### src/rtl/mouse_cell_encoder_pkg.sv
// Shared types, widths and cursor arithmetic helpers for the mouse cell encoder.
package mouse_cell_pkg;

    typedef enum logic [1:0] {IDLE, MOVE, DIV, EMIT} state_t;

    localparam int CELL_IDX_W = 11;
    localparam int CUR_X_W    = 8;
    localparam int CUR_Y_W    = 7;
    localparam int DELTA_W    = 9;
    localparam int SUM_W      = 11;

    typedef logic signed [SUM_W-1:0] sum_t;

    function automatic sum_t clamp_range(input sum_t v, input sum_t lo, input sum_t hi);
        sum_t r;
        if (v < lo) begin
            r = lo;
        end else if (v > hi) begin
            r = hi;
        end else begin
            r = v;
        end
        return r;
    endfunction

    // Delta is limited to one extent so a single add/subtract brings the sum back in range.
    function automatic sum_t wrap_range(input sum_t cur, input sum_t delta, input sum_t ext);
        sum_t d;
        sum_t s;
        d = clamp_range(delta, -(ext - 11'sd1), ext - 11'sd1);
        s = cur + d;
        if (s < 11'sd0) begin
            s = s + ext;
        end else if (s >= ext) begin
            s = s - ext;
        end else begin
            s = s;
        end
        return s;
    endfunction

endpackage

### src/rtl/mouse_cell_encoder_if.sv
// Mouse packet handshake bus between the packet receiver (master) and the encoder (slave).
interface mouse_cell_encoder_if;
    import mouse_cell_pkg::*;

    logic               pkt_valid;
    logic               pkt_ready;
    logic [DELTA_W-1:0] pkt_dx;
    logic [DELTA_W-1:0] pkt_dy;
    logic               pkt_left;

    modport master (output pkt_valid, output pkt_dx, output pkt_dy, output pkt_left,
                    input  pkt_ready);
    modport slave  (input  pkt_valid, input  pkt_dx, input  pkt_dy, input  pkt_left,
                    output pkt_ready);
endinterface

### src/rtl/mouse_cell_encoder_divider.sv
// Sequential quotient by repeated subtraction of CELL_SIZE, one step per cycle.
module cell_divider #(
    parameter int W         = 8,
    parameter int QW        = 8,
    parameter int CELL_SIZE = 4
) (
    input  logic          clock,
    input  logic          reset,
    input  logic          start,
    input  logic [W-1:0]  dividend,
    output logic          done,
    output logic [QW-1:0] quotient
);
    localparam logic [W-1:0]  STEP  = W'(CELL_SIZE);
    localparam logic [QW-1:0] Q_ONE = QW'(1);

    logic [W-1:0]  r_rem;
    logic [QW-1:0] r_quot;
    logic          w_done;

    assign w_done   = (r_rem < STEP);
    assign done     = w_done;
    assign quotient = r_quot;

    // Load on start, otherwise subtract until the remainder drops below one cell.
    always_ff @(posedge clock) begin
        if (reset) begin
            r_rem  <= '0;
            r_quot <= '0;
        end else if (start) begin
            r_rem  <= dividend;
            r_quot <= '0;
        end else if (!w_done) begin
            r_rem  <= r_rem - STEP;
            r_quot <= r_quot + Q_ONE;
        end else begin
            r_rem  <= r_rem;
            r_quot <= r_quot;
        end
    end
endmodule

### src/rtl/mouse_cell_encoder.sv
// Mouse packet to board cell encoder: moves a cursor and emits mouseCell/mouseToggle.
// Define MOUSE_CURSOR_WRAP_EN to wrap the cursor at the board edges instead of clamping.
module mouse_cell_encoder
    import mouse_cell_pkg::*;
#(
    parameter int BOARD_HEIGHT = 3,
    parameter int BOARD_LENGTH = 3,
    parameter int CELL_SIZE    = 4
) (
    input  logic                  clock,
    input  logic                  reset,
    mouse_cell_encoder_if.slave   pkt,
    output logic [CUR_X_W-1:0]    cursor_x,
    output logic [CUR_Y_W-1:0]    cursor_y,
    output logic [CELL_IDX_W-1:0] mouseCell,
    output logic                  mouseToggle,
    output logic                  busy
);
    localparam sum_t X_EXT_S = sum_t'(BOARD_LENGTH * CELL_SIZE);
    localparam sum_t Y_EXT_S = sum_t'(BOARD_HEIGHT * CELL_SIZE);

    state_t               r_state;
    state_t               w_next;
    logic [DELTA_W-1:0]   r_dx;
    logic [DELTA_W-1:0]   r_dy;
    logic                 r_left;
    logic                 r_prev_left;
    logic [CUR_X_W-1:0]   r_cursor_x;
    logic [CUR_Y_W-1:0]   r_cursor_y;
    logic [CELL_IDX_W-1:0] r_mouse_cell;
    logic                 r_toggle;
    logic                 r_busy;
    logic                 r_pkt_ready;

    logic                 w_accept;
    logic                 w_start;
    logic                 w_x_done;
    logic                 w_y_done;
    logic [CUR_X_W-1:0]   w_col;
    logic [CUR_Y_W-1:0]   w_row;
    sum_t                 w_cx;
    sum_t                 w_cy;
    sum_t                 w_dx;
    sum_t                 w_dy;
    logic [CUR_X_W-1:0]   w_nx;
    logic [CUR_Y_W-1:0]   w_ny;

    assign w_accept = (r_state == IDLE) && pkt.pkt_valid;
    assign w_start  = (r_state == MOVE);

    assign pkt.pkt_ready = r_pkt_ready;
    assign cursor_x      = r_cursor_x;
    assign cursor_y      = r_cursor_y;
    assign mouseCell     = r_mouse_cell;
    assign mouseToggle   = r_toggle;
    assign busy          = r_busy;

    // State register.
    always_ff @(posedge clock) begin
        if (reset) begin
            r_state <= IDLE;
        end else begin
            r_state <= w_next;
        end
    end

    // Next-state logic.
    always_comb begin
        w_next = r_state;
        case (r_state)
            IDLE: begin
                if (w_accept) begin
                    w_next = MOVE;
                end else begin
                    w_next = IDLE;
                end
            end
            MOVE: w_next = DIV;
            DIV: begin
                if (w_x_done && w_y_done) begin
                    w_next = EMIT;
                end else begin
                    w_next = DIV;
                end
            end
            EMIT:    w_next = IDLE;
            default: w_next = IDLE;
        endcase
    end

    // Screen Y grows downward while the mouse reports positive dy as up, hence the subtraction.
    always_comb begin
        w_cx = $signed({3'b000, r_cursor_x});
        w_cy = $signed({4'b0000, r_cursor_y});
        w_dx = $signed({{2{r_dx[DELTA_W-1]}}, r_dx});
        w_dy = $signed({{2{r_dy[DELTA_W-1]}}, r_dy});
`ifdef MOUSE_CURSOR_WRAP_EN
        w_nx = CUR_X_W'(wrap_range(w_cx, w_dx, X_EXT_S));
        w_ny = CUR_Y_W'(wrap_range(w_cy, -w_dy, Y_EXT_S));
`else
        w_nx = CUR_X_W'(clamp_range(w_cx + w_dx, 11'sd0, X_EXT_S - 11'sd1));
        w_ny = CUR_Y_W'(clamp_range(w_cy - w_dy, 11'sd0, Y_EXT_S - 11'sd1));
`endif
    end

    cell_divider #(.W(CUR_X_W), .QW(CUR_X_W), .CELL_SIZE(CELL_SIZE)) u_div_x (
        .clock    (clock),
        .reset    (reset),
        .start    (w_start),
        .dividend (w_nx),
        .done     (w_x_done),
        .quotient (w_col)
    );

    cell_divider #(.W(CUR_Y_W), .QW(CUR_Y_W), .CELL_SIZE(CELL_SIZE)) u_div_y (
        .clock    (clock),
        .reset    (reset),
        .start    (w_start),
        .dividend (w_ny),
        .done     (w_y_done),
        .quotient (w_row)
    );

    // Datapath: packet latch, cursor update, cell/toggle publish on EMIT entry.
    always_ff @(posedge clock) begin
        if (reset) begin
            r_dx         <= '0;
            r_dy         <= '0;
            r_left       <= 1'b0;
            r_prev_left  <= 1'b0;
            r_cursor_x   <= '0;
            r_cursor_y   <= '0;
            r_mouse_cell <= '0;
            r_toggle     <= 1'b0;
            r_busy       <= 1'b0;
            r_pkt_ready  <= 1'b1;
        end else begin
            r_toggle    <= 1'b0;
            r_busy      <= (w_next != IDLE);
            r_pkt_ready <= (w_next == IDLE);
            if (w_accept) begin
                r_dx   <= pkt.pkt_dx;
                r_dy   <= pkt.pkt_dy;
                r_left <= pkt.pkt_left;
            end
            if (r_state == MOVE) begin
                r_cursor_x <= w_nx;
                r_cursor_y <= w_ny;
            end
            if ((r_state == DIV) && (w_next == EMIT)) begin
                r_mouse_cell <= CELL_IDX_W'(w_row) * CELL_IDX_W'(BOARD_LENGTH)
                              + CELL_IDX_W'(w_col);
                r_toggle     <= r_left & ~r_prev_left;
            end
            if (r_state == EMIT) begin
                r_prev_left <= r_left;
            end
        end
    end
endmodule

### src/flat_wrapper.sv
// flat-port wrapper written by rule: the top's interface ports become plain ports
module mouse_cell_encoder_flat import mouse_cell_pkg::*;
#(
    parameter int BOARD_HEIGHT = 3,
    parameter int BOARD_LENGTH = 3,
    parameter int CELL_SIZE    = 4
)
  (clock, reset, cursor_x, cursor_y, mouseCell, mouseToggle, busy, pkt_pkt_valid, pkt_pkt_dx, pkt_pkt_dy, pkt_pkt_left, pkt_pkt_ready);
  mouse_cell_encoder_if pkt_i ();
  input  logic clock;
  input  logic reset;
  output logic [CUR_X_W-1:0] cursor_x;
  output logic [CUR_Y_W-1:0] cursor_y;
  output logic [CELL_IDX_W-1:0] mouseCell;
  output logic mouseToggle;
  output logic busy;
  input wire logic [$bits(pkt_i.pkt_valid)-1:0] pkt_pkt_valid;
  input wire logic [$bits(pkt_i.pkt_dx)-1:0] pkt_pkt_dx;
  input wire logic [$bits(pkt_i.pkt_dy)-1:0] pkt_pkt_dy;
  input wire logic [$bits(pkt_i.pkt_left)-1:0] pkt_pkt_left;
  output wire logic [$bits(pkt_i.pkt_ready)-1:0] pkt_pkt_ready;
  assign pkt_i.pkt_valid = pkt_pkt_valid;
  assign pkt_i.pkt_dx = pkt_pkt_dx;
  assign pkt_i.pkt_dy = pkt_pkt_dy;
  assign pkt_i.pkt_left = pkt_pkt_left;
  assign pkt_pkt_ready = pkt_i.pkt_ready;
  mouse_cell_encoder #(.BOARD_HEIGHT(BOARD_HEIGHT), .BOARD_LENGTH(BOARD_LENGTH), .CELL_SIZE(CELL_SIZE)) u_core (.clock(clock), .reset(reset), .pkt(pkt_i), .cursor_x(cursor_x), .cursor_y(cursor_y), .mouseCell(mouseCell), .mouseToggle(mouseToggle), .busy(busy));
endmodule
### config.mk
export PLATFORM = sky130hd
export DESIGN_NAME = mouse_cell_encoder_flat
export DESIGN_NICKNAME = d
export VERILOG_FILES = /design/src/rtl/mouse_cell_encoder_pkg.sv /design/src/rtl/mouse_cell_encoder_if.sv /design/src/rtl/mouse_cell_encoder_divider.sv /design/src/rtl/mouse_cell_encoder.sv /design/src/flat_wrapper.sv
export SDC_FILE = /design/constraint.sdc
export NUM_CORES = 1
export LEC_CHECK = 0
export ABC_CLOCK_PERIOD_IN_PS = 3110
export BUFFER_PORTS_ARGS = -buffer_cell sky130_fd_sc_hd__buf_2
export CELL_PAD_IN_SITES_DETAIL_PLACEMENT = 2
export CELL_PAD_IN_SITES_GLOBAL_PLACEMENT = 2
export CORE_MARGIN = 5
export CORE_UTILIZATION = 36
export DETAILED_ROUTE_END_ITERATION = 16
export PLACE_DENSITY_LB_ADDON = 0.1
export SYNTH_ARGS = -nofsm -noshare
export SYNTH_HDL_FRONTEND = slang
export SYNTH_SLANG_ARGS = --single-unit
### constraint.sdc
create_clock -name clock -period 3.11 [get_ports clock]
set_input_delay 0.7775 -clock clock [delete_from_list [all_inputs] [get_ports clock]]
set_output_delay 0.7775 -clock clock [all_outputs]
set_load 0.02 [all_outputs]
-- Word level (Yosys, flattened, before mapping)
Cells that the tools add are included.
- register bits: 81
- latch bits: 0
- bits in writable memories: 0
- bits in read-only memories: 0
- bits of input ports: 22
- output and inout port bits: 29
- word-level logic and storage cells: 57
- memories kept: 0
- $add $sub $neg: 7
- $mul: 1
- divide/modulo/power cells: 0
- order comparisons: 6
- equal/unequal tests: 6
- shift-type cells: 0
- multiplexer cells: 11
- bitwise operators: 3
- reduce and logical (&&, ||, !) cells: 8
- operators with widths (kind ; number):
    $mux 8 ; 4
    $mux 7 ; 4
    $gt 10x5->1 const B ; 2
    $lt 10x1->1 const B ; 2
    $add 9x8->10 ; 1
    $add 9x9->10 ; 1
    $sub 8x9->10 ; 1
    $mul 7x2->9 const B ; 1
    $add 8x1->8 const B ; 1
    $lt 8x3->1 const B ; 1
    $pmux 2 s4 ; 1
    $sub 8x3->8 const B ; 1
    $add 7x1->7 const B ; 1
    $lt 7x3->1 const B ; 1
    $sub 7x3->7 const B ; 1
    $eq 2x2->1 const B ; 3
    $logic_not 2->1 ; 2
    $ne 2x2->1 const B ; 2
    $reduce_or 2->1 ; 2
    $logic_and 1x1->1 ; 3
    $eq 2x1->1 const B ; 1
    $mux 1 ; 2
    $not 1->1 ; 2
    $reduce_bool 2->1 ; 1
    $and 1x1->1 ; 1

-- Depth between registers and ports, before layout
Gate-level depths: netlist of the first run.
- word-level depth: 8
- depth in mapped cells: 11
- depth with buffers taken out: 11

-- Hierarchy
A second synthesis of the first run with hierarchy kept.
- cells, all modules: 521
- area, all modules: 4423.0 µm²
- by module, submodules not included (module ; times used ; cells an instance ; area an instance (µm²) ; seq. area each (µm²)):
    mouse_cell_encoder ; 1 ; 367 ; 3121.7 ; 1001.0
    cell_divider (u_core.u_div_x) ; 1 ; 86 ; 705.7 ; 280.3
    cell_divider (u_core.u_div_y) ; 1 ; 68 ; 595.6 ; 240.2

-- Least setup slack after synthesis of the first run
No wires, ideal clock.
- path kind: reg-to-reg
- start: register u_core.r_cursor_x[0] (netlist: u_core.cursor_x[0])
- end: register u_core.u_div_x.r_rem[3]
- setup time: 122 ps
- arrival time: 2409 ps
- required time: 2988 ps
- setup slack: 579 ps
- cell stages (with the launch flop): 9
- path buffers: 0
- clock period less this slack: 2531 ps
- cells stage by stage: dfxtp_1 ha_1 fa_1 a211oi_1 or3b_4 o221ai_1 a2111oi_4 o211ai_4 o311a_1
- longest elaborated chain between the ends: 5
- elaborated cells on any way between the ends: 6
- those cells by class: add/sub (1); order compare (2); mux (3)
- ends and longest elaborated chain (item ; RTL line ; RTL):
    start, declared ; mouse_cell_encoder.sv:28 ; logic [CUR_X_W-1:0] r_cursor_x;
    start signal, assigned ; mouse_cell_encoder.sv:147 ; r_cursor_x <= w_nx;
    $add 9x9->10 (*) ; mouse_cell_encoder.sv:101 ; w_nx = CUR_X_W'(clamp_range(w_cx + w_dx, 11'sd0, X_EXT_S - 11'sd1));
    $gt 10x5->1 ; mouse_cell_encoder_pkg.sv:18 ; end else if (v > hi) begin
    $mux 8 ; mouse_cell_encoder_pkg.sv:18 ;
    $mux 8 (*) ; mouse_cell_encoder_pkg.sv:16 ; if (v < lo) begin
    $mux 8 (*) ; mouse_cell_encoder_divider.sv:30 ; end else if (start) begin
    end signal, assigned ; mouse_cell_encoder_divider.sv:31 ; r_rem <= dividend;
    end signal, assigned ; mouse_cell_encoder_divider.sv:34 ; r_rem <= r_rem - STEP;
    end signal, assigned ; mouse_cell_encoder_divider.sv:37 ; r_rem <= r_rem;
    end, declared ; mouse_cell_encoder_divider.sv:17 ; logic [W-1:0] r_rem;
Mark *: on every way between the ends. The rest lies on a longest branch, timed or not.
A chain may end at the register's enable or synchronous reset.

-- Worst setup path in the final report of the first run
- start: register u_core.r_cursor_y[0] (netlist: u_core.cursor_y[0])
- end: register u_core.u_div_y.r_rem[2]
- longest elaborated chain between the ends: 5
- elaborated cells on any way between the ends: 6
- those cells by class: add/sub (1); order compare (2); mux (3)
- ends and longest elaborated chain (item ; RTL line ; RTL):
    start, declared ; mouse_cell_encoder.sv:29 ; logic [CUR_Y_W-1:0] r_cursor_y;
    start signal, assigned ; mouse_cell_encoder.sv:148 ; r_cursor_y <= w_ny;
    $sub 8x9->10 (*) ; mouse_cell_encoder.sv:102 ; w_ny = CUR_Y_W'(clamp_range(w_cy - w_dy, 11'sd0, Y_EXT_S - 11'sd1));
    $gt 10x5->1 ; mouse_cell_encoder_pkg.sv:18 ;
    $mux 7 ; mouse_cell_encoder_pkg.sv:18 ;
    $mux 7 (*) ; mouse_cell_encoder_pkg.sv:16 ;
    $mux 7 (*) ; mouse_cell_encoder_divider.sv:30 ;
    end signal, assigned ; mouse_cell_encoder_divider.sv:31 ;
    end signal, assigned ; mouse_cell_encoder_divider.sv:34 ;
    end signal, assigned ; mouse_cell_encoder_divider.sv:37 ;
    end, declared ; mouse_cell_encoder_divider.sv:17 ;
Marked as above.

==> results of run 1 <==
power groups by stage:
stage	Clock, W	Combinational [W]	Sequential, W
finish	0.00102	0.00110	0.00122
global route	0.00111	0.00124	0.00125
CTS	0.00106	0.00113	0.00123
detailed placement	0	0.00110	0.00124
global placement	0	0.00105	0.00124
floorplan	0	0.000800	0.00123
stage by stage:
stage | total power, W | utilization [%] | area [um2] | setup slack [ns]
6_report | 0.00335 | 42.5 | 4880 | 0.368
3_5_place_dp | 0.00234 | 40.1 | 4590 | 0.416
3_3_place_gp | 0.00229 | 40.1 | 4590 | 0.572
5_1_grt | 0.00359 | 42.5 | 4880 | 0.189
4_1_cts | 0.00342 | 42.5 | 4880 | 0.414
2_1_floorplan | 0.00203 | - | 4220 | 0.579
cell families (layout without fill, tap and decap cells):
| group | after synthesis | after routing | synth area share, % |
|---|---|---|---|
| AO/OA/AOI/OAI | 91 | 91 | 15.1 |
| other | 1 | 1 | 0.0889 |
| XOR/XNOR | 30 | 30 | 6.23 |
| buffers and inverters | 42 | 95 | 4.33 |
| AND/OR/NAND/NOR | 185 | 185 | 20.8 |
| flip-flops | 76 | 76 | 36.1 |
| adder cells (fa/ha/maj) | 46 | 46 | 15.2 |
| multiplexers | 9 | 9 | 2.13 |
cell type report:
type,count,area [um2],share of cell area (%)
Clock inverter,6,55.1,1.13
Clock buffer,10,229,4.69
Multi-Input combinational cell,362,2520,51.6
Tap cell,143,179,3.67
Timing Repair Buffer,54,283,5.80
Inverter,25,93.8,1.92
Sequential cell,76,1520,31.2
state kept, by name, indices dropped and copies added (netlist names), 2 cells and up:
name	flops
u_core.u_div_x.r_rem	6
u_core.r_dx	9
u_core.r_state	2
u_core.u_div_x.quotient	8
u_core.cursor_y	7
u_core.r_dy	9
u_core.u_div_y.quotient	7
u_core.cursor_x	8
u_core.u_div_y.r_rem	5
u_core.mouseCell	10
layer usage:
| metal | vias to the layer above | share of wire [%] | GRT usage (%) |
|---|---|---|---|
| li1 | 1737 | - | - |
| met1 | 1740 | 47 | 22.0 |
| met2 | 38 | 49 | 30.0 |
| met3 | 12 | 2.9 | 3.10 |
| met4 | 0 | 1.4 | 5.81 |
| met5 | - | 0 | 0 |
cell usage after synthesis (3+ instances only):
master / number
o21ai_0: 11
buf_1: 3
a31oi_1: 3
or2_2: 6
nand2_1: 62
mux2i_1: 9
a211oi_1: 5
xnor2_1: 13
nand2b_1: 6
clkbuf_1: 10
dfxtp_1: 76
nor2b_1: 6
inv_1: 25
nand4_1: 4
a21oi_1: 40
a21o_1: 6
and3_1: 8
fa_1: 9
nor2_1: 48
ha_1: 37
nand3_1: 9
and2_1: 8
nor3_1: 11
or3_1: 3
xor2_1: 17
worst paths after layout:
path / to / slack [ns] / depth (start not counted)
max reg2reg: u_core.u_div_y.r_rem[2] / 0.37 / 9
max: u_core.u_div_y.r_rem[2] / 0.37 / 9
min reg2reg: u_core.r_dy[6] / 0.46 / 2
min: u_core.r_dy[6] / 0.46 / 2
critical path, cell delays in order (launching register included):
cell,delay (ns)
dfxtp_1,0.37
inv_1,0.06
ha_1,0.23
fa_1,0.40
nand2b_1,0.16
a21oi_1,0.37
a31oi_1,0.18
a221oi_2,0.48
nand3_1,0.18
a211oi_1,0.23
==> run_results.csv, run 1 <==
group,metric,value,unit
cells_and_area,fillerInstances,1288,
synthesis,avgSynthCellArea,8.79,um2
place,port-buffer-count,49,
cells_and_area,nets,596,
pwr,ir_worst_vdd,0.248,mV
routing,viasPerCell,5.22,
pwr,swShare,35.3,%
cells_and_area,drive_gt1_share,16.3,%
timing,relSlewSlack,40.8,%
timing,min_period,2.74,ns
global_route,grt_pass1_vias,3941,
routing,dr.pass1.iters,4,
min_path,hold_start,"u_core.r_dy[6]",
critical_path,crit_start,"u_core.cursor_y[0]",
clocking,path_clk_slew,0.06,ns
critical_path,crit_type,"register to register",
clocking,clockBufferDepth,2,
cells_and_area,final_cell_mix,"dfxtp_1, nand2_1, buf_2",
floorplanning,rows,39,
cells_and_area,antenna_cells,0,
pwr,p_sw,0.00118,W
timing,setup_viol,0,
routing,ant_nets,0,
floorplanning,coreArea,11500,um2
run,maxCapViolCount,0,
synthesis,synth_edf_count,0,
synthesis,synth_area_leaders,"dfxtp_1, ha_1, nand2_1",
synthesis,ys_seq_area_share,36.1,%
status,run_status,"completed",
floorplanning,dieArea,14000,um2
clocking,hold_buffers,0,
synthesis,syn-num-nets,548,
pwr,p_int,0.00216,W
synthesis,yosysWarnings,0,
pwr,seqPwrFrac,36.5,%
global_route,grt_util_all_layers,17.4,%
timing,min_period_over_period,88.2,%
synthesis,synthFlopType,"dfxtp_1",
timing,hold_violations,0,
timing,rsz0062_at_grt,"false",
floorplanning,num_io_pins,51,
synthesis,async_reset_ff_share,0,%
routing,routedWlPerCell,17.6,um
place,dpl.hpwl,8.76,mm
timing,hold_slack,0.465,ns
synthesis,synth.distinct_cells,58,
clocking,insertion_delay,0.34,ns
global_route,antenna_found_initial,0,
place,gp_congestion,0.776,
timing,slew_violations,0,
critical_path,path_max_fanout,6,
routing,dr.first_iter.drc_count,149,
timing,finalClockSkew,0.00410,ns
routing,vias,3527,
timing,worstMarginPinSlew,0.885,ns
timing,setup_tns,0,ns
clocking,root_buffer,"clkbuf_16",
global_route,grt-ovfl-total,0,
synthesis,syn_inst,480,
synthesis,synthesis.area,4220,um2
place,dp.cells,660,
global_route,grt_max_degree,23,
cells_and_area,final_common_cell,"dfxtp_1",
synthesis,synth_area_leader_cell,"dfxtp_1",
clocking,cts_setup_buffers,0,
cells_and_area,fin_cells,676,
clocking,cts_buffers,9,
pwr,pwr-share-comb,32.9,%
critical_path,end_kind,"register",
pwr,powerDensity,686,nW/um2
timing,max_freq,365,MHz
clocking,cts_resized,0,
floorplanning,die_w,118,um
floorplanning,die_y,118,um
global_route,grt_pass1_wl,20.0,mm
clocking,cts_tree,"yes",
critical_path,r2r_start,"u_core.cursor_y[0]",
clocking,clock_sinks,76,
pwr,p_clk_share,30.6,%
routing,drc,0,
floorplanning,initial_utilization,36.8,%
clocking,htree_levels,3,
critical_path,crit_arrival,2.99,ns
routing,totalWireLength,11.9,mm
synthesis,synth_top_area_share,36.1,%
critical_path,worst_ep_required_time,3.36,ns
min_path,hp-class,"register to register",
pwr,p_leak,2.22,nW
cells_and_area,area_delta_synth_final,15.6,%
critical_path,critPathLaunchType,"register",
synthesis,ys_seq_elements,76,
Power figures use the tool's default switching activity.
==> run 2, diff against run 1 <==
--- a/config.mk
+++ b/config.mk
@@ -9,6 +9,7 @@
 export BUFFER_PORTS_ARGS = -buffer_cell sky130_fd_sc_hd__buf_2
 export CELL_PAD_IN_SITES_DETAIL_PLACEMENT = 2
 export CELL_PAD_IN_SITES_GLOBAL_PLACEMENT = 2
+export CORE_ASPECT_RATIO = 0.5
 export CORE_MARGIN = 5
 export CORE_UTILIZATION = 36
 export DETAILED_ROUTE_END_ITERATION = 16
==> run 2 against run 1 <==
Largest cell class unchanged. Wire length up 1.9%. Via count down 1.1%. Count of clock-buffer cells in the layout unchanged. Clock skew up 0.0029 ns. Highest routed layer unchanged. First-iteration DRC count down 45%. Worst setup slack better by 0.055 ns. Non-clock buffer count up 1. Combinational power about the same. Clock power up 25%. Die area up 0.93%. Critical path type unchanged. Core utilization up 1.9 points.
==> run_results.csv, run 2 (synthesis gave the netlist of run 1 again) <==
group,metric,value,unit
cells_and_area,nets,597,
min_path,hp-class,"register to register",
timing,finalClockSkew,0.00699,ns
clocking,cts_tree,"yes",
routing,routedWlPerCell,17.5,um
timing,min_period_over_period,86.4,%
clocking,hold_buffers,0,
floorplanning,rows,27,
timing,min_period,2.69,ns
timing,worstMarginPinSlew,0.856,ns
routing,wl_met3,340,um
routing,vias,3487,
clocking,path_clk_slew,0.06,ns
place,port-buffer-count,49,
global_route,antenna_found_initial,0,
critical_path,worst_ep_required_time,3.38,ns
global_route,grt_util_all_layers,18.0,%
timing,relSlewSlack,42.8,%
floorplanning,coreArea,11200,um2
clocking,clock_sinks,76,
critical_path,critPathLaunchType,"register",
critical_path,r2r_start,"u_core.u_div_y.quotient[0]",
global_route,grt_max_degree,20,
global_route,grt_pass1_wl,19.9,mm
pwr,ir_worst_vdd,0.306,mV
critical_path,crit_start,"u_core.u_div_y.quotient[0]",
pwr,p_leak,2.25,nW
timing,hold_violations,0,
cells_and_area,area_delta_synth_final,18.1,%
cells_and_area,fillerInstances,1263,
routing,dr.pass1.iters,4,
critical_path,crit_arrival,2.96,ns
pwr,power.total,0.00363,W
clocking,htree_levels,3,
cells_and_area,fin_cells,693,
floorplanning,num_io_pins,51,
timing,setup_tns,0,ns
clocking,cts_buffers,9,
cells_and_area,drive_gt1_share,16.5,%
routing,routed.top_layer,"met4",
cells_and_area,final_cell_mix,"dfxtp_1, nand2_1, buf_2",
cells_and_area,final_common_cell,"dfxtp_1",
global_route,grt-ovfl-total,0,
clocking,root_buffer,"clkbuf_16",
place,dp.cells,677,
floorplanning,dieArea,14100,um2
critical_path,crit_type,"register to register",
routing,ant_nets,0,
min_path,min_path_cells,2,
cells_and_area,antenna_cells,0,
floorplanning,initial_utilization,37.6,%
routing,drc,0,
routing,met2_length,5.71,mm
clocking,cts_setup_buffers,0,
cells_and_area,finish.utilization,44.5,%
timing,slew_violations,0,
floorplanning,die_w,163,um
min_path,hold_start,"u_core.r_dx[5]",
timing,setup_viol,0,
routing,dr.first_iter.drc_count,82,
global_route,grt_pass1_vias,3797,
timing,max_freq,372,MHz
routing,viasPerCell,5.03,
routing,totalWireLength,12.1,mm
cells_and_area,largest_reg_flops,10,
critical_path,reg2reg_depth,11,
clocking,insertion_delay,0.33,ns
run,maxCapViolCount,0,
pwr,powerDensity,729,nW/um2
critical_path,end_kind,"register",
clocking,cts_resized,0,
critical_path,path_max_fanout,6,
timing,hold_slack,0.462,ns
status,run_status,"completed",
clocking,clockBufferDepth,2,
place,dpl.hpwl,8.84,mm
place,gp_congestion,0.769,
routing,wl_met1,5.94,mm
timing,rsz0062_at_grt,"false",
floorplanning,die_y,86.6,um
## run 2: cell types whose count changed in the layout (fill, tap and decap cells not counted), sizes merged
cell,change
clkinvlp,+1
clkinv,-4
bufinv,+3
buf,+1
## run 2: per-stage QoR
stage | instance area [um2] | worst slack [ns]
floorplan | 4220 | 0.579
global placement | 4620 | 0.572
detailed placement | 4620 | 0.485
CTS | 4990 | 0.361
global route | 4990 | 0.150
finish | 4990 | 0.423
## run 2: layout make-up
class,instances,area (um2),area share (%)
clock buffers,10,229,4.59
clock inverters,6,136,2.74
inverters,25,93.8,1.88
well taps,159,199,3.99
multi-input cells,362,2520,50.5
flip-flops and latches,76,1520,30.5
repair buffers,55,290,5.82
## run 2: path summary, 6_finish.rpt
path,to,slack (ns)
worst min-delay path,u_core.r_dx[5],0.46
worst max-delay path,u_core.mouseCell[9],0.42
worst min register to register,u_core.r_dx[5],0.46
worst max register to register,u_core.mouseCell[9],0.42
## run 2: per-layer routing
metal / up-vias / global-route usage (%)
met5: - / 0
met3: 11 / 4.09
met1: 1695 / 22.9
li1: 1732 / -
met4: 0 / 3.88
met2: 49 / 31.4
## run 2: critical path: stages (launching register included)
cell	delay, ns
dfxtp_1	0.39
fa_1	0.57
ha_1	0.19
inv_1	0.08
fa_1	0.42
nor2b_1	0.14
o21a_1	0.13
o21ai_0	0.08
nand2_1	0.11
and3_1	0.22
o211ai_2	0.13
a21oi_2	0.16
## run 2: power by group
part / switching [W] / leakage [nW] / internal [W] / total [W]
registers: 0.000124 / 0.620 / 0.00110 / 0.00122
logic: 0.000670 / 1.46 / 0.000456 / 0.00113
clock network: 0.000417 / 0.173 / 0.000867 / 0.00128
